==> src/rtl/rectifier_adc_sequencer.sv <==
// Sequences the Ibat/Vbat AD7822 pair: periodic CONVST, wait for both EOCs, read each, publish held samples.
// Optional RECT_ADC_AVG_EN: outputs become the truncated mean of the last four raw samples per channel.
module rectifier_adc_sequencer #(
  parameter int SAMPLE_DIV  = 500,
  parameter int CONVST_W    = 3,
  parameter int EOC_TIMEOUT = 50,
  parameter int RD_W        = 4
) (
  input  logic       i_CLK,
  input  logic       i_RST_n,
  input  logic       i_enable,
  input  logic       i_EOC_I_n,
  input  logic       i_EOC_V_n,
  input  logic [7:0] i_DATA_I,
  input  logic [7:0] i_DATA_V,
  output logic       o_CONVST_n,
  output logic       o_CS_I_n,
  output logic       o_RD_I_n,
  output logic       o_CS_V_n,
  output logic       o_RD_V_n,
  output logic [7:0] o_Ibat_ADC,
  output logic [7:0] o_Vbat_ADC,
  output logic       o_valid,
  output logic       o_fault,
  output logic       o_busy
);

  typedef enum logic [2:0] {IDLE, CONV, WAIT, RD_I, RD_V, UPDATE} state_t;

  localparam int PW = $clog2(SAMPLE_DIV);
  localparam int SW = $clog2(EOC_TIMEOUT + CONVST_W + RD_W + 1);
  localparam logic [PW-1:0] RELOAD    = PW'(SAMPLE_DIV - 1);
  localparam logic [SW-1:0] CONV_LAST = SW'(CONVST_W - 1);
  localparam logic [SW-1:0] WAIT_LAST = SW'(EOC_TIMEOUT - 1);
  localparam logic [SW-1:0] RD_LAST   = SW'(RD_W - 1);

  state_t        state;
  logic [PW-1:0] period_cnt;
  logic [SW-1:0] st_cnt;
  logic          eoc_i_meta, eoc_i_sync, eoc_v_meta, eoc_v_sync;
  logic          seen_i, seen_v;
  logic [7:0]    shadow_i, shadow_v;
  logic          tick;

  assign tick = i_enable && (period_cnt == '0);

  // NOTE: sequential state uses non-blocking assignments so every flop samples pre-edge values.
  always_ff @(posedge i_CLK or negedge i_RST_n) begin
    if (!i_RST_n) begin
      period_cnt <= RELOAD;
    end else if (!i_enable || period_cnt == '0) begin
      period_cnt <= RELOAD;
    end else begin
      period_cnt <= period_cnt - PW'(1);
    end
  end

  // NOTE: EOC lines are asynchronous to i_CLK; only the second flop of each pair may be used.
  always_ff @(posedge i_CLK or negedge i_RST_n) begin
    if (!i_RST_n) begin
      {eoc_i_sync, eoc_i_meta} <= 2'b11;
      {eoc_v_sync, eoc_v_meta} <= 2'b11;
    end else begin
      {eoc_i_sync, eoc_i_meta} <= {eoc_i_meta, i_EOC_I_n};
      {eoc_v_sync, eoc_v_meta} <= {eoc_v_meta, i_EOC_V_n};
    end
  end

  always_ff @(posedge i_CLK or negedge i_RST_n) begin
    if (!i_RST_n) begin
      state      <= IDLE;
      st_cnt     <= '0;
      seen_i     <= 1'b0;
      seen_v     <= 1'b0;
      o_CONVST_n <= 1'b1;
      o_CS_I_n   <= 1'b1;
      o_RD_I_n   <= 1'b1;
      o_CS_V_n   <= 1'b1;
      o_RD_V_n   <= 1'b1;
      shadow_i   <= '0;
      shadow_v   <= '0;
      o_valid    <= 1'b0;
      o_fault    <= 1'b0;
      o_busy     <= 1'b0;
    end else begin
      o_valid <= 1'b0;
      case (state)
        IDLE: begin
          if (tick) begin
            state      <= CONV;
            st_cnt     <= '0;
            seen_i     <= 1'b0;
            seen_v     <= 1'b0;
            o_CONVST_n <= 1'b0;
            o_busy     <= 1'b1;
          end
        end
        CONV: begin
          seen_i <= seen_i | ~eoc_i_sync;
          seen_v <= seen_v | ~eoc_v_sync;
          if (st_cnt == CONV_LAST) begin
            state      <= WAIT;
            st_cnt     <= '0;
            o_CONVST_n <= 1'b1;
          end else begin
            st_cnt <= st_cnt + SW'(1);
          end
        end
        WAIT: begin
          seen_i <= seen_i | ~eoc_i_sync;
          seen_v <= seen_v | ~eoc_v_sync;
          if (seen_i && seen_v) begin
            state    <= RD_I;
            st_cnt   <= '0;
            o_CS_I_n <= 1'b0;
            o_RD_I_n <= 1'b0;
          end else if (st_cnt == WAIT_LAST) begin
            state   <= IDLE;
            o_fault <= 1'b1;
            o_busy  <= 1'b0;
          end else begin
            st_cnt <= st_cnt + SW'(1);
          end
        end
        RD_I: begin
          if (st_cnt == RD_LAST) begin
            state    <= RD_V;
            st_cnt   <= '0;
            shadow_i <= i_DATA_I;
            o_CS_I_n <= 1'b1;
            o_RD_I_n <= 1'b1;
            o_CS_V_n <= 1'b0;
            o_RD_V_n <= 1'b0;
          end else begin
            st_cnt <= st_cnt + SW'(1);
          end
        end
        RD_V: begin
          if (st_cnt == RD_LAST) begin
            state    <= UPDATE;
            st_cnt   <= '0;
            shadow_v <= i_DATA_V;
            o_CS_V_n <= 1'b1;
            o_RD_V_n <= 1'b1;
          end else begin
            st_cnt <= st_cnt + SW'(1);
          end
        end
        UPDATE: begin
          state   <= IDLE;
          o_valid <= 1'b1;
          o_fault <= 1'b0;
          o_busy  <= 1'b0;
        end
        default: state <= IDLE;
      endcase
    end
  end

`ifdef RECT_ADC_AVG_EN
  logic [7:0] hist_i [4];
  logic [7:0] hist_v [4];
  logic [9:0] sum_i, sum_v;

  // NOTE: the history feeds the outputs directly, so it is reset like any other visible state.
  always_ff @(posedge i_CLK or negedge i_RST_n) begin
    if (!i_RST_n) begin
      for (int k = 0; k < 4; k++) begin
        hist_i[k] <= '0;
        hist_v[k] <= '0;
      end
    end else if (state == UPDATE) begin
      hist_i[0] <= shadow_i;
      hist_v[0] <= shadow_v;
      for (int k = 1; k < 4; k++) begin
        hist_i[k] <= hist_i[k-1];
        hist_v[k] <= hist_v[k-1];
      end
    end
  end

  always_comb begin
    sum_i = 10'(hist_i[0]) + 10'(hist_i[1]) + 10'(hist_i[2]) + 10'(hist_i[3]);
    sum_v = 10'(hist_v[0]) + 10'(hist_v[1]) + 10'(hist_v[2]) + 10'(hist_v[3]);
  end

  assign o_Ibat_ADC = 8'(sum_i >> 2);
  assign o_Vbat_ADC = 8'(sum_v >> 2);
`else
  always_ff @(posedge i_CLK or negedge i_RST_n) begin
    if (!i_RST_n) begin
      o_Ibat_ADC <= '0;
      o_Vbat_ADC <= '0;
    end else if (state == UPDATE) begin
      o_Ibat_ADC <= shadow_i;
      o_Vbat_ADC <= shadow_v;
    end
  end
`endif

endmodule

==> config.mk <==
export PLATFORM = sky130hd
export DESIGN_NAME = rectifier_adc_sequencer
export DESIGN_NICKNAME = d
export VERILOG_FILES = /design/src/rtl/rectifier_adc_sequencer.sv
export SDC_FILE = /design/constraint.sdc
export NUM_CORES = 1
export LEC_CHECK = 0
export CAP_MARGIN = 10
export CORE_ASPECT_RATIO = 1.1
export CORE_MARGIN = 2
export CORE_UTILIZATION = 48
export CTS_BUF_LIST = sky130_fd_sc_hd__clkbuf_2 sky130_fd_sc_hd__clkbuf_4 sky130_fd_sc_hd__clkbuf_8
export DETAILED_ROUTE_END_ITERATION = 7
export PLACE_DENSITY = 0.72
export RECOVER_POWER = 100
export SLEW_MARGIN = 0
export SYNTH_ARGS = -nofsm -noshare
export SYNTH_HDL_FRONTEND = slang
export SYNTH_SLANG_ARGS = --single-unit
==> constraint.sdc <==
create_clock -name i_CLK -period 2.36 [get_ports i_CLK]
set_clock_uncertainty 0.1 [all_clocks]
set_input_delay 0.236 -clock i_CLK [delete_from_list [all_inputs] [get_ports i_CLK]]
set_output_delay 0.236 -clock i_CLK [all_outputs]
set_load 0.02 [all_outputs]
Word-level counts from Yosys, hierarchy flattened
Index checks and enable logic that the tools add are counted.
W data, S select, Z words.
{ "totals": {"reg_bits": 62, "inputBits": 21, "output_inout_bits": 24, "elab_cells": 99} }
{ "op_classes": {"n_addsub": 2, "n_eq_ne": 17, "n_mux": 32, "bitwise": 4, "n_reduce_logical": 25} }
{ "op_table": {"columns": ["operator", "n"], "rows": [
  ["$mux W6", 5],
  ["$pmux W6 S4", 1],
  ["$mux W3", 6],
  ["$pmux W3 S5", 1],
  ["$reduce_and A3 Y1", 5],
  ["$ne A2 B2 Y1 const B", 7],
  ["$eq A6 B2 Y1 const B", 2],
  ["$pmux W1 S2", 6],
  ["$mux W1", 11],
  ["$reduce_bool A2 Y1", 5],
  ["$logic_not A9 Y1", 1],
  ["$mux W9", 1],
  ["$sub A9 B1 Y9 const B", 1],
  ["$add A6 B1 Y6 const B", 1],
  ["$eq A3 B2 Y1 const B", 2],
  ["$eq A3 B3 Y1 const B", 2],
  ["$eq A6 B6 Y1 const B", 1],
  ["$ne A3 B3 Y1 const B", 2],
  ["$reduce_and A2 Y1", 3],
  ["$reduce_and A5 Y1", 1],
  ["$reduce_and A4 Y1", 1],
  ["$reduce_bool A4 Y1", 1],
  ["$reduce_or A2 Y1", 2],
  ["$eq A3 B1 Y1 const B", 1],
  ["other kinds (8)", 11]
]} }

Logic depth before layout (Yosys ltp)
Gate-level depths: netlist of run 1.
{ "depth": {"word_depth": 4, "depth_mapped": 7, "mapped_depth_nobuf": 7} }

Worst setup path before layout of run 1
Ideal clock, no wire load.
{ "synth_timing": {"path_type": "reg2reg", "startpoint": "register period_cnt[0]", "endpoint": "register st_cnt[2]", "setup_time_ns": 0.121, "arrival_ns": 1.728, "t_required_ns": 2.139, "setup_slack_ns": 0.411, "path_stages_with_launch": 8, "path_buffers": 0, "period_less_slack_ns": 1.949, "cell_sequence": "dfstp_2 > inv_1 > ha_1 > nor4b_2 > a31oi_1 > mux2i_4 > nor2b_4 > a22o_1"} }
{ "synth_via": {"elab_chain_len": 4} }
{ "synth_rtl": {"columns": ["element", "line", "source"], "rows": [
  ["start, declared", "38", "logic [PW-1:0] period_cnt;"],
  ["start signal, assigned", "54", "period_cnt <= period_cnt - PW'(1);"],
  ["$logic_not A9 Y1", "45", "assign tick = i_enable && (period_cnt == '0);"],
  ["$logic_and A1 B1 Y1", "45", null],
  ["$ne A2 B2 Y1 (no line)", null, null],
  ["$reduce_and A3 Y1 (no line)", null, null],
  ["end signal, assigned", "106", "st_cnt <= st_cnt + SW'(1);"],
  ["end signal, assigned", "122", "st_cnt <= st_cnt + SW'(1);"],
  ["end signal, assigned", "135", "st_cnt <= st_cnt + SW'(1);"],
  ["end, declared", "39", "logic [SW-1:0] st_cnt;"]
]} }
Every way passes these cells.
A chain may end at the register's enable or synchronous reset.

Worst setup path after layout of run 1
{ "layout_timing": {"startpoint": "register st_cnt[3]", "endpoint": "register shadow_v[1]"} }
{ "layout_via": {"elab_chain_len": 2} }
{ "layout_rtl": {"columns": ["element", "line", "source"], "rows": [
  ["$eq A6 B2 Y1", "139", "if (st_cnt == RD_LAST) begin"],
  ["$reduce_and A2 Y1 (no line)", null, null],
  ["end signal, assigned", "142", "shadow_v <= i_DATA_V;"],
  ["end, declared", "42", "logic [7:0] shadow_i, shadow_v;"]
]} }
Every way passes these cells.

==> results by group, run 1 <==
STA
  • Worst-Margin Slew: 1130 ps
  • Setup violators final: 0
  • Setup TNS: 0 ps
  • Final Hold Viols: 0
  • Achievable frequency: 0.460 GHz
  • Max_slew headroom: 0.249
  • Minimum clock period: 2170 ps
  • Final Cycle Share: 0.921
  • Unrepaired setup endpoints after global routing: no
  • Max-slew violations: 0

Synthesis
  • #FFs+latches synth: 62
  • Seq/Total Area, Yosys: 0.572
  • Yosys cell types: 48
  • Syn Nets: 240
  • Top FF cell, synth: dfrtp_1
  • Mapped Cells: 215
  • Post-Syn Area: 0.00274 sq mm
  • Syn avg cell area: 12.8 sq um
  • Async S/R FF share, synth: 1.00
  • Synth warn: 0
  • Number of synthesized flops with an enable pin: 0

Hold path
  • Hold endpoint: eoc_i_sync
  • Hold Crit Depth: 0
  • Class of the worst hold path: reg2reg
  • HP Start: eoc_i_meta

Power
  • Net Switching: 0.441 mW
  • VDD IR-drop max: 0.000448 V
  • Comb power frac: 0.040
  • Pint: 1.61 mW
  • Sequential power share: 0.539
  • Clock share of power: 0.421
  • Switching Share: 0.215
  • Leakage power: 1.62 nW
  • Power density over cell area: 596 mW/mm^2

CTS
  • Max clock buf depth: 2
  • Cts bufs inserted: 9
  • Clock root buffer: clkbuf_8
  • CTS tree: done
  • Post-CTS Setup Repair Bufs: 0
  • Clock sink count: 62
  • Reg clk slew, reported paths: 60 ps
  • Clock H-tree levels: 3
  • Worst-Skew Late Latency: 340 ps

Drt
  • Drt total wl: 4810 microns
  • Drt drc: 0
  • Drt wl/cell: 13.8 microns
  • Initial DRC count: 106
  • Via Count: 1822
  • Post-route ant nets: 0
  • Vias/cell: 5.22
  • DRT Pass-1 Iters: 4

Run
  • Max Cap Violations: 0

Placed design
  • Detail Placement HPWL: 3460 microns
  • Post-Place Cell Area: 0.00326 sq mm
  • Gpl congestion: 0.822
  • I/O Buffers: 44

Setup path
  • Flop2flop setup slack: 190 ps
  • CP max FO: 9
  • CP Capture Type: flip-flop
  • Path depth of the worst reg2reg path: 4
  • Worst Path Arrival: 2290 ps
  • Worst setup path category: reg2reg
  • Crit path required time: 2480 ps
  • Reg2Reg Launch Point: st_cnt[3]
  • Element type at the critical path start: flip-flop
  • R2r endpoint: shadow_v[1]

Run status
  • Status: finished clean

Final layout
  • Storage cell area: 0.00157 sq mm
  • Ant. Diodes: 0
  • Cell area after layout: 0.00344 sq mm
  • Multi-input logic area: 0.00109 sq mm
  • Area Growth Syn to Fin: 25.6%
  • Nets@finish: 294
  • Fraction of layout cells with a size suffix above 1: 0.164
  • Layout fillers: 461

Floorplanning
  • I/O pin total: 45
  • Die width: 76.1 microns
  • Initial Utilization: 0.502
  • Chip height: 83.3 microns
  • Die area: 0.00634 sq mm
  • Core Box Area: 0.00547 sq mm
  • Cell Rows: 28

Global route
  • Initial antenna violation count: 0
  • First-pass GRT wire length: 8480 microns
  • Grt ovf: 0
  • Largest net degree at the start of global routing: 23
  • Vias in the first global route: 1882
  • Total global-route track usage: 0.172
## worst max path at each step
stage	cells after the start	endpoint	start
6_report	4	shadow_v[1]	st_cnt[3]
5_1_grt	4	shadow_v[1]	st_cnt[3]
4_1_cts	7	state[0]	period_cnt[0]
3_5_place_dp	7	st_cnt[3]	period_cnt[0]
3_3_place_gp	7	st_cnt[5]	period_cnt[0]
2_1_floorplan	7	st_cnt[2]	period_cnt[0]
## worst max-delay path, stage by stage (launching register included)
cell and delay (ps):
dfrtp_1 440, nor4_2 410, and2_0 400, nand3_2 310, mux2_1 390
## through the flow
step | total power, mW | std cells | setup slack, ps | hold WS [ps] | utilization
after floorplan | 1.15 | 215 | 411 | -160 | -
after global placement | 1.21 | 332 | 337 | 120 | 0.597
after detailed placement | 1.21 | 332 | 260 | 123 | 0.597
after CTS | 2.09 | 349 | 256 | 192 | 0.633
after global routing | 2.15 | 349 | 49.5 | 262 | 0.630
final | 2.05 | 349 | 187 | 256 | 0.630
## synth_stat cells (3+ instances only)
cell type	count	area, sq um
inv_1	7	26.3
dfrtp_1	48	1200
a21oi_1	10	50.1
o21ai_1	5	25.0
nor2b_1	4	25.0
nor2_1	8	30.0
nand2_1	21	78.8
dfstp_2	14	368
a22o_1	4	35.0
nand3_1	6	30.0
mux2_1	32	360
buf_2	3	15.0
xnor2_1	3	26.3
ha_1	4	50.1
## power groups by stage
stage / sequential (mW) / combinational, mW / clock, mW
finish: 1.11 / 0.0824 / 0.865
global route: 1.11 / 0.0933 / 0.944
CTS: 1.11 / 0.0876 / 0.896
detailed placement: 1.13 / 0.0858 / 0
global placement: 1.12 / 0.0841 / 0
floorplan: 1.12 / 0.0253 / 0
## layout make-up
| cell class | count | area share |
|---|---|---|
| timing repair buffer | 49 | 0.136 |
| sequential | 62 | 0.456 |
| tap | 75 | 0.0272 |
| clock inverter | 3 | 0.00509 |
| multi-input combinational | 139 | 0.317 |
| inverter | 8 | 0.00872 |
| clock buffer | 13 | 0.0501 |
## registers in the layout (all words and copies together), names as in the netlist
| register | cells |
|---|---|
| seen_i | 1 |
| o_RD_I_n | 1 |
| eoc_v_meta | 1 |
| seen_v | 1 |
| period_cnt | 9 |
| o_busy | 1 |
| eoc_i_meta | 1 |
| o_Ibat_ADC | 8 |
| st_cnt | 6 |
| o_Vbat_ADC | 8 |
| state | 3 |
| eoc_v_sync | 1 |
| shadow_v | 8 |
| o_fault | 1 |
| o_CONVST_n | 1 |
| o_valid | 1 |
| shadow_i | 8 |
| o_RD_V_n | 1 |
| eoc_i_sync | 1 |
## layer usage
| metal | share of wire | wire length [microns] | up-vias | GRT usage |
|---|---|---|---|---|
| met4 | 0.032 | 152 | 0 | 0.114 |
| met3 | 0.041 | 199 | 16 | 0.0478 |
| met2 | 0.48 | 2320 | 47 | 0.266 |
| met1 | 0.44 | 2130 | 901 | 0.210 |
| met5 | 0 | 0 | - | 0 |
| li1 | - | - | 858 | - |
## kinds of logic after synthesis
| kind of cell | synth area share |
|---|---|
| flops | 0.572 |
| simple gates | 0.151 |
| xor+xnor | 0.0160 |
| fa+ha+maj | 0.0182 |
| mux | 0.147 |
| compound gates | 0.0703 |
| buf+inv | 0.0260 |
## timing repair
action	CTS	global route
hold endpoints to repair	20	0
hold buffers	1	0
setup endpoints to repair	0	0
gates resized for setup	0	0
## layout by cell type (no fill, tap or decap), types with 6 or more instances in the layout
cell type / count
dfrtp_1: 48
mux2_1: 32
dlygate4sd3_1: 27
nand2_1: 22
clkdlybuf4s50_1: 17
dfstp_2: 13
clkbuf_8: 12
a21oi_1: 10
inv_1: 8
nor2_1: 8
nand3_1: 6
(Power assumes the default switching activity.)
==> inputs of run 2 (changes only) <==
--- a/config.mk
+++ b/config.mk
@@ -6,10 +6,10 @@
 export NUM_CORES = 1
 export LEC_CHECK = 0
 export CAP_MARGIN = 10
-export CORE_ASPECT_RATIO = 1.1
 export CORE_MARGIN = 2
 export CORE_UTILIZATION = 48
 export CTS_BUF_LIST = sky130_fd_sc_hd__clkbuf_2 sky130_fd_sc_hd__clkbuf_4 sky130_fd_sc_hd__clkbuf_8
+export CTS_CLUSTER_DIAMETER = 50
 export DETAILED_ROUTE_END_ITERATION = 7
 export PLACE_DENSITY = 0.72
 export RECOVER_POWER = 100
==> results by group, run 2 (synthesis gave the netlist of run 1 again) <==
Run status
  • Status: finished clean

Floorplanning
  • I/O pin total: 45
  • Core Box Area: 0.00551 sq mm
  • Die width: 79.6 microns
  • Die area: 0.00633 sq mm
  • Initial Utilization: 0.498
  • Chip height: 79.6 microns
  • Cell Rows: 27

Global route
  • Initial antenna violation count: 0
  • Largest net degree at the start of global routing: 26
  • Grt ovf: 0
  • Layer with the highest usage: met2
  • Vias in the first global route: 1843
  • Met3 Resource Use GR: 0.0543
  • Met1 Use GR: 0.225
  • Met2 Usage GRT: 0.297
  • First-pass GRT wire length: 8610 microns
  • Total global-route track usage: 0.180

Final layout
  • Fraction of layout cells with a size suffix above 1: 0.168
  • Most common cell after layout, fill and taps aside: dfrtp_1
  • Max FFs per register: 9
  • Ant. Diodes: 0
  • Storage cell area: 0.00157 sq mm
  • Layout fillers: 439
  • Multi-input logic area: 0.00109 sq mm
  • Non-Filler Instances: 346
  • Nets@finish: 294
  • Area Growth Syn to Fin: 27.4%
  • Commonest cells after routing, fill and taps aside: dfrtp_1, mux2_1, dlygate4sd3_1
  • Biggest register: period_cnt
  • Fin util: 0.634

Setup path
  • CP cell instances: nor4_2 > and2_0 > nand3_2 > mux2_1
  • Reg2Reg Launch Point: st_cnt[3]
  • Element type at the critical path start: flip-flop
  • Crit path required time: 2460 ps
  • Worst Path Arrival: 2240 ps
  • CP max stage delay: 430 ps
  • R2r endpoint: shadow_v[2]
  • Path depth of the worst reg2reg path: 4
  • CP max FO: 9
  • Worst setup path category: reg2reg
  • Flop2flop setup slack: 220 ps
  • CP Capture Type: flip-flop
  • Max stage delay cell, worst path: dfrtp_1

Drt
  • Post-route ant nets: 0
  • Initial DRC count: 66
  • Drt total wl: 4880 microns
  • DRT Pass-1 Iters: 4
  • Via Count: 1767
  • Vias/cell: 5.11
  • Drt wl/cell: 14.1 microns
  • Drt drc: 0

CTS
  • Clock root buffer: clkbuf_8
  • Cts bufs inserted: 9
  • CTS tree: done
  • Clock H-tree levels: 3
  • Reg clk slew, reported paths: 60 ps
  • CTS resizes: 0
  • Worst-Skew Late Latency: 320 ps
  • Clock sink count: 62
  • Max clock buf depth: 2

Hold path
  • Class of the worst hold path: reg2reg
  • Hold Crit Depth: 0
  • HP Start: eoc_v_meta
  • Hold endpoint: eoc_v_sync

STA
  • Max-slew violations: 0
  • Max_slew headroom: 0.0821
  • Unrepaired setup endpoints after global routing: no
  • Minimum clock period: 2140 ps
  • Setup violators final: 0
  • Setup TNS: 0 ps
  • Achievable frequency: 0.468 GHz
  • Final Hold Viols: 0
  • Final Cycle Share: 0.905
  • Worst-Margin Slew: 1380 ps

Power
  • Comb power frac: 0.037
  • Leakage power: 1.65 nW
  • VDD IR-drop max: 0.000510 V
  • Net Switching: 0.430 mW
  • Clock share of power: 0.473
  • Power density over cell area: 647 mW/mm^2
  • Sequential power share: 0.490
  • Pint: 1.83 mW
  • Design Power: 2.26 mW
  • Switching Share: 0.190

Run
  • Max Cap Violations: 0

Placed design
  • Gpl congestion: 0.818
  • I/O Buffers: 44
  • Dpl cells: 329
  • Detail Placement HPWL: 3470 microns
run 2: cell types whose count changed in the layout (fill, tap and decap cells not counted), moves of 2 or more:
cell,before,now
o21ai_0,3,6
o21ai_1,4,1
buf_4,2,4
bufinv_16,0,2
clkbuf_2,2,0
run 2: layout make-up:
| cell class | instances | area share |
|---|---|---|
| Inverter | 8 | 0.00860 |
| Sequential cell | 62 | 0.449 |
| Clock buffer | 13 | 0.0494 |
| Tap cell | 72 | 0.0258 |
| Timing Repair Buffer | 49 | 0.136 |
| Multi-Input combinational cell | 139 | 0.313 |
| Clock inverter | 3 | 0.0186 |
run 2: timing repair:
item                                   in CTS  in global routing
buffers inserted                            0                  0
endpoints found under the hold margin      20                  0
hold buffers                                1                  0
run 2: routing by layer:
metal | share of wire | vias to the layer above
met5 | 0 | -
met4 | 0.0074 | 0
met3 | 0.046 | 4
met2 | 0.49 | 38
met1 | 0.46 | 862
li1 | - | 863
run 2: critical path: cells and delay by family (launching register included):
kind	cells	cell delay [ps]
mux	1	390
flops	1	430
simple gates	3	1090
run 2: worst max-delay path by stage:
stage / startpoint / end / slack (ps) / depth (start not counted)
after global placement: period_cnt[0] / st_cnt[5] / 340 / 7
after CTS: period_cnt[0] / st_cnt[2] / 280 / 7
after detailed placement: period_cnt[0] / st_cnt[5] / 300 / 7
after global routing: st_cnt[3] / shadow_v[2] / 80 / 4
after floorplan: period_cnt[0] / st_cnt[2] / 410 / 7
final: st_cnt[3] / shadow_v[2] / 220 / 4
run 2: power by group through the flow:
| stage | registers [mW] | logic (mW) | clock network (mW) |
|---|---|---|---|
| final | 1.11 | 0.0841 | 1.07 |
| after CTS | 1.11 | 0.0878 | 1.10 |
| after global placement | 1.12 | 0.0849 | 0 |
| after detailed placement | 1.13 | 0.0858 | 0 |
| after global routing | 1.11 | 0.0969 | 1.15 |
| after floorplan | 1.12 | 0.0253 | 0 |
run 2: through the flow:
step | cell area [sq um] | setup slack (ps) | hold WS (ps)
final | 3490 | 223 | 251
after global routing | 3490 | 81.9 | 260
after CTS | 3500 | 285 | 209
after detailed placement | 3260 | 297 | 169
after global placement | 3260 | 338 | 162
after floorplan | 2740 | 411 | -160
==> inputs of run 3 (changes only) <==
--- a/config.mk
+++ b/config.mk
@@ -8,7 +8,6 @@
 export CAP_MARGIN = 10
 export CORE_MARGIN = 2
 export CORE_UTILIZATION = 48
-export CTS_BUF_LIST = sky130_fd_sc_hd__clkbuf_2 sky130_fd_sc_hd__clkbuf_4 sky130_fd_sc_hd__clkbuf_8
 export CTS_CLUSTER_DIAMETER = 50
 export DETAILED_ROUTE_END_ITERATION = 7
 export PLACE_DENSITY = 0.72
==> results by group, run 3 (synthesis gave the netlist of run 1 again) <==
Run
  • Max Cap Violations: 0

Global route
  • Initial antenna violation count: 0
  • Vias in the first global route: 1840
  • First-pass GRT wire length: 8580 microns
  • Largest net degree at the start of global routing: 26
  • Total global-route track usage: 0.179
  • Grt ovf: 0

Setup path
  • CP Capture Type: flip-flop
  • CP max FO: 9
  • WP depth: 4
  • CP cell instances: nor4_2 > and2_0 > nand3_2 > mux2_1
  • Critical path buffers and inverters: 0
  • Top delay family on crit path: simple AND/OR/NAND/NOR gates
  • Crit path required time: 2460 ps
  • Worst Path Arrival: 2250 ps
  • Path depth of the worst reg2reg path: 4
  • Worst setup startpoint: st_cnt[3]
  • Element type at the critical path start: flip-flop
  • CP max stage delay: 430 ps
  • Max stage delay cell, worst path: dfrtp_1
  • Reg2Reg Launch Point: st_cnt[3]
  • Worst setup path category: reg2reg

CTS
  • Max clock buf depth: 2
  • Cts bufs inserted: 9
  • Worst-Skew Late Latency: 320 ps
  • CTS resizes: 0
  • Clock root buffer: clkbuf_8
  • CTS tree: done
  • Clock sink count: 62
  • Reg clk slew, reported paths: 60 ps
  • Clock H-tree levels: 3

Final layout
  • Biggest register: period_cnt
  • Layout fillers: 439
  • Nets@finish: 294
  • Non-Filler Instances: 346
  • Ant. Diodes: 0
  • Area Growth Syn to Fin: 27.2%
  • Commonest cells after routing, fill and taps aside: dfrtp_1, mux2_1, dlygate4sd3_1
  • Max FFs per register: 9
  • Fraction of layout cells with a size suffix above 1: 0.164
  • Most common cell after layout, fill and taps aside: dfrtp_1

Drt
  • Post-route ant nets: 0
  • Drt wl/cell: 14.0 microns
  • Drt drc: 0
  • Detail Route met2 WL: 2370 microns
  • Detail Route met3 WL: 195 microns
  • DRT Pass-1 Iters: 4
  • Initial DRC count: 68
  • Uppermost layer routed: met4
  • Via Count: 1763
  • Vias/cell: 5.10
  • DRT met1 WL: 2240 microns
  • Drt total wl: 4840 microns

Floorplanning
  • Die area: 0.00633 sq mm
  • Cell Rows: 27
  • Chip height: 79.6 microns
  • Initial Utilization: 0.498
  • Die width: 79.6 microns
  • I/O pin total: 45
  • Core Box Area: 0.00551 sq mm

Placed design
  • I/O Buffers: 44
  • Dpl cells: 329
  • Gpl congestion: 0.818
  • Detail Placement HPWL: 3470 microns

STA
  • Worst-Margin Slew: 1380 ps
  • Final Hold Viols: 0
  • Setup TNS: 0 ps
  • Max-slew violations: 0
  • Unrepaired setup endpoints after global routing: no
  • Minimum clock period: 2140 ps
  • Achievable frequency: 0.466 GHz
  • Setup violators final: 0
  • Max_slew headroom: 0.0815
  • Final Cycle Share: 0.908

Hold path
  • Hold Crit Depth: 0
  • HP Start: eoc_v_meta
  • Class of the worst hold path: reg2reg

Power
  • Design Power: 2.25 mW
  • Comb power frac: 0.037
  • Pint: 1.82 mW
  • Leakage power: 1.64 nW
  • Power density over cell area: 644 mW/mm^2
  • VDD IR-drop max: 0.000509 V
  • Sequential power share: 0.492
  • Switching Share: 0.191
  • Clock share of power: 0.470
  • Net Switching: 0.430 mW

Run status
  • Status: finished clean
==> run 3: cell count changes in the layout (fill, tap and decap cells not counted) <==
cell,change
clkbuf_1,+1
clkbuf_4,-1
==> run 3: stage by stage <==
stage                util  hold WS, ps  setup slack [ps]  instance area, sq um
floorplan               -         -160               411                  2740
global placement    0.591          162               338                  3260
detailed placement  0.591          169               297                  3260
CTS                 0.636          209               285                  3500
global route        0.634          260              81.9                  3490
finish              0.634          251               216                  3490
==> run 3: what timing repair did <==
item / in CTS / in global routing
setup buffers: 0 / 0
hold endpoints to repair: 20 / 0
hold buffers: 1 / 0
==> run 3: layout make-up <==
class | count | area (sq um) | share of cell area
tap | 72 | 90.1 | 0.0258
multi-input combinational | 139 | 1090 | 0.313
inverter | 8 | 30.0 | 0.00861
sequential | 62 | 1570 | 0.450
clock inverter | 3 | 65.1 | 0.0186
timing repair buffer | 49 | 474 | 0.136
clock buffer | 13 | 169 | 0.0484
==> run 3: worst paths after layout <==
| check | end | slack (ps) |
|---|---|---|
| min reg2reg | eoc_v_sync | 250 |
| min in group asynchronous | o_Ibat_ADC[4] | 650 |
| max reg2reg | shadow_v[2] | 220 |
| max in group asynchronous | eoc_v_meta | 490 |
| min | eoc_v_sync | 250 |
| max | shadow_v[2] | 220 |
==> run 3: worst reg2reg max path, stage by stage (launching register included) <==
cell     delay [ps]
dfrtp_1         430
nor4_2          410
and2_0          400
nand3_2         300
mux2_1          390
==> run 3: power groups by stage <==
| stage | clock network, mW | logic, mW | registers [mW] |
|---|---|---|---|
| after detailed placement | 0 | 0.0858 | 1.13 |
| after global routing | 1.14 | 0.0968 | 1.11 |
| final | 1.06 | 0.0840 | 1.11 |
| after floorplan | 0 | 0.0253 | 1.12 |
| after CTS | 1.09 | 0.0877 | 1.11 |
| after global placement | 0 | 0.0849 | 1.12 |
==> run 3: metal layers <==
layer / vias up / global-route usage
met1: 864 / 0.225
li1: 863 / -
met2: 32 / 0.293
met5: - / 0
met4: 0 / 0.0621
met3: 4 / 0.0543
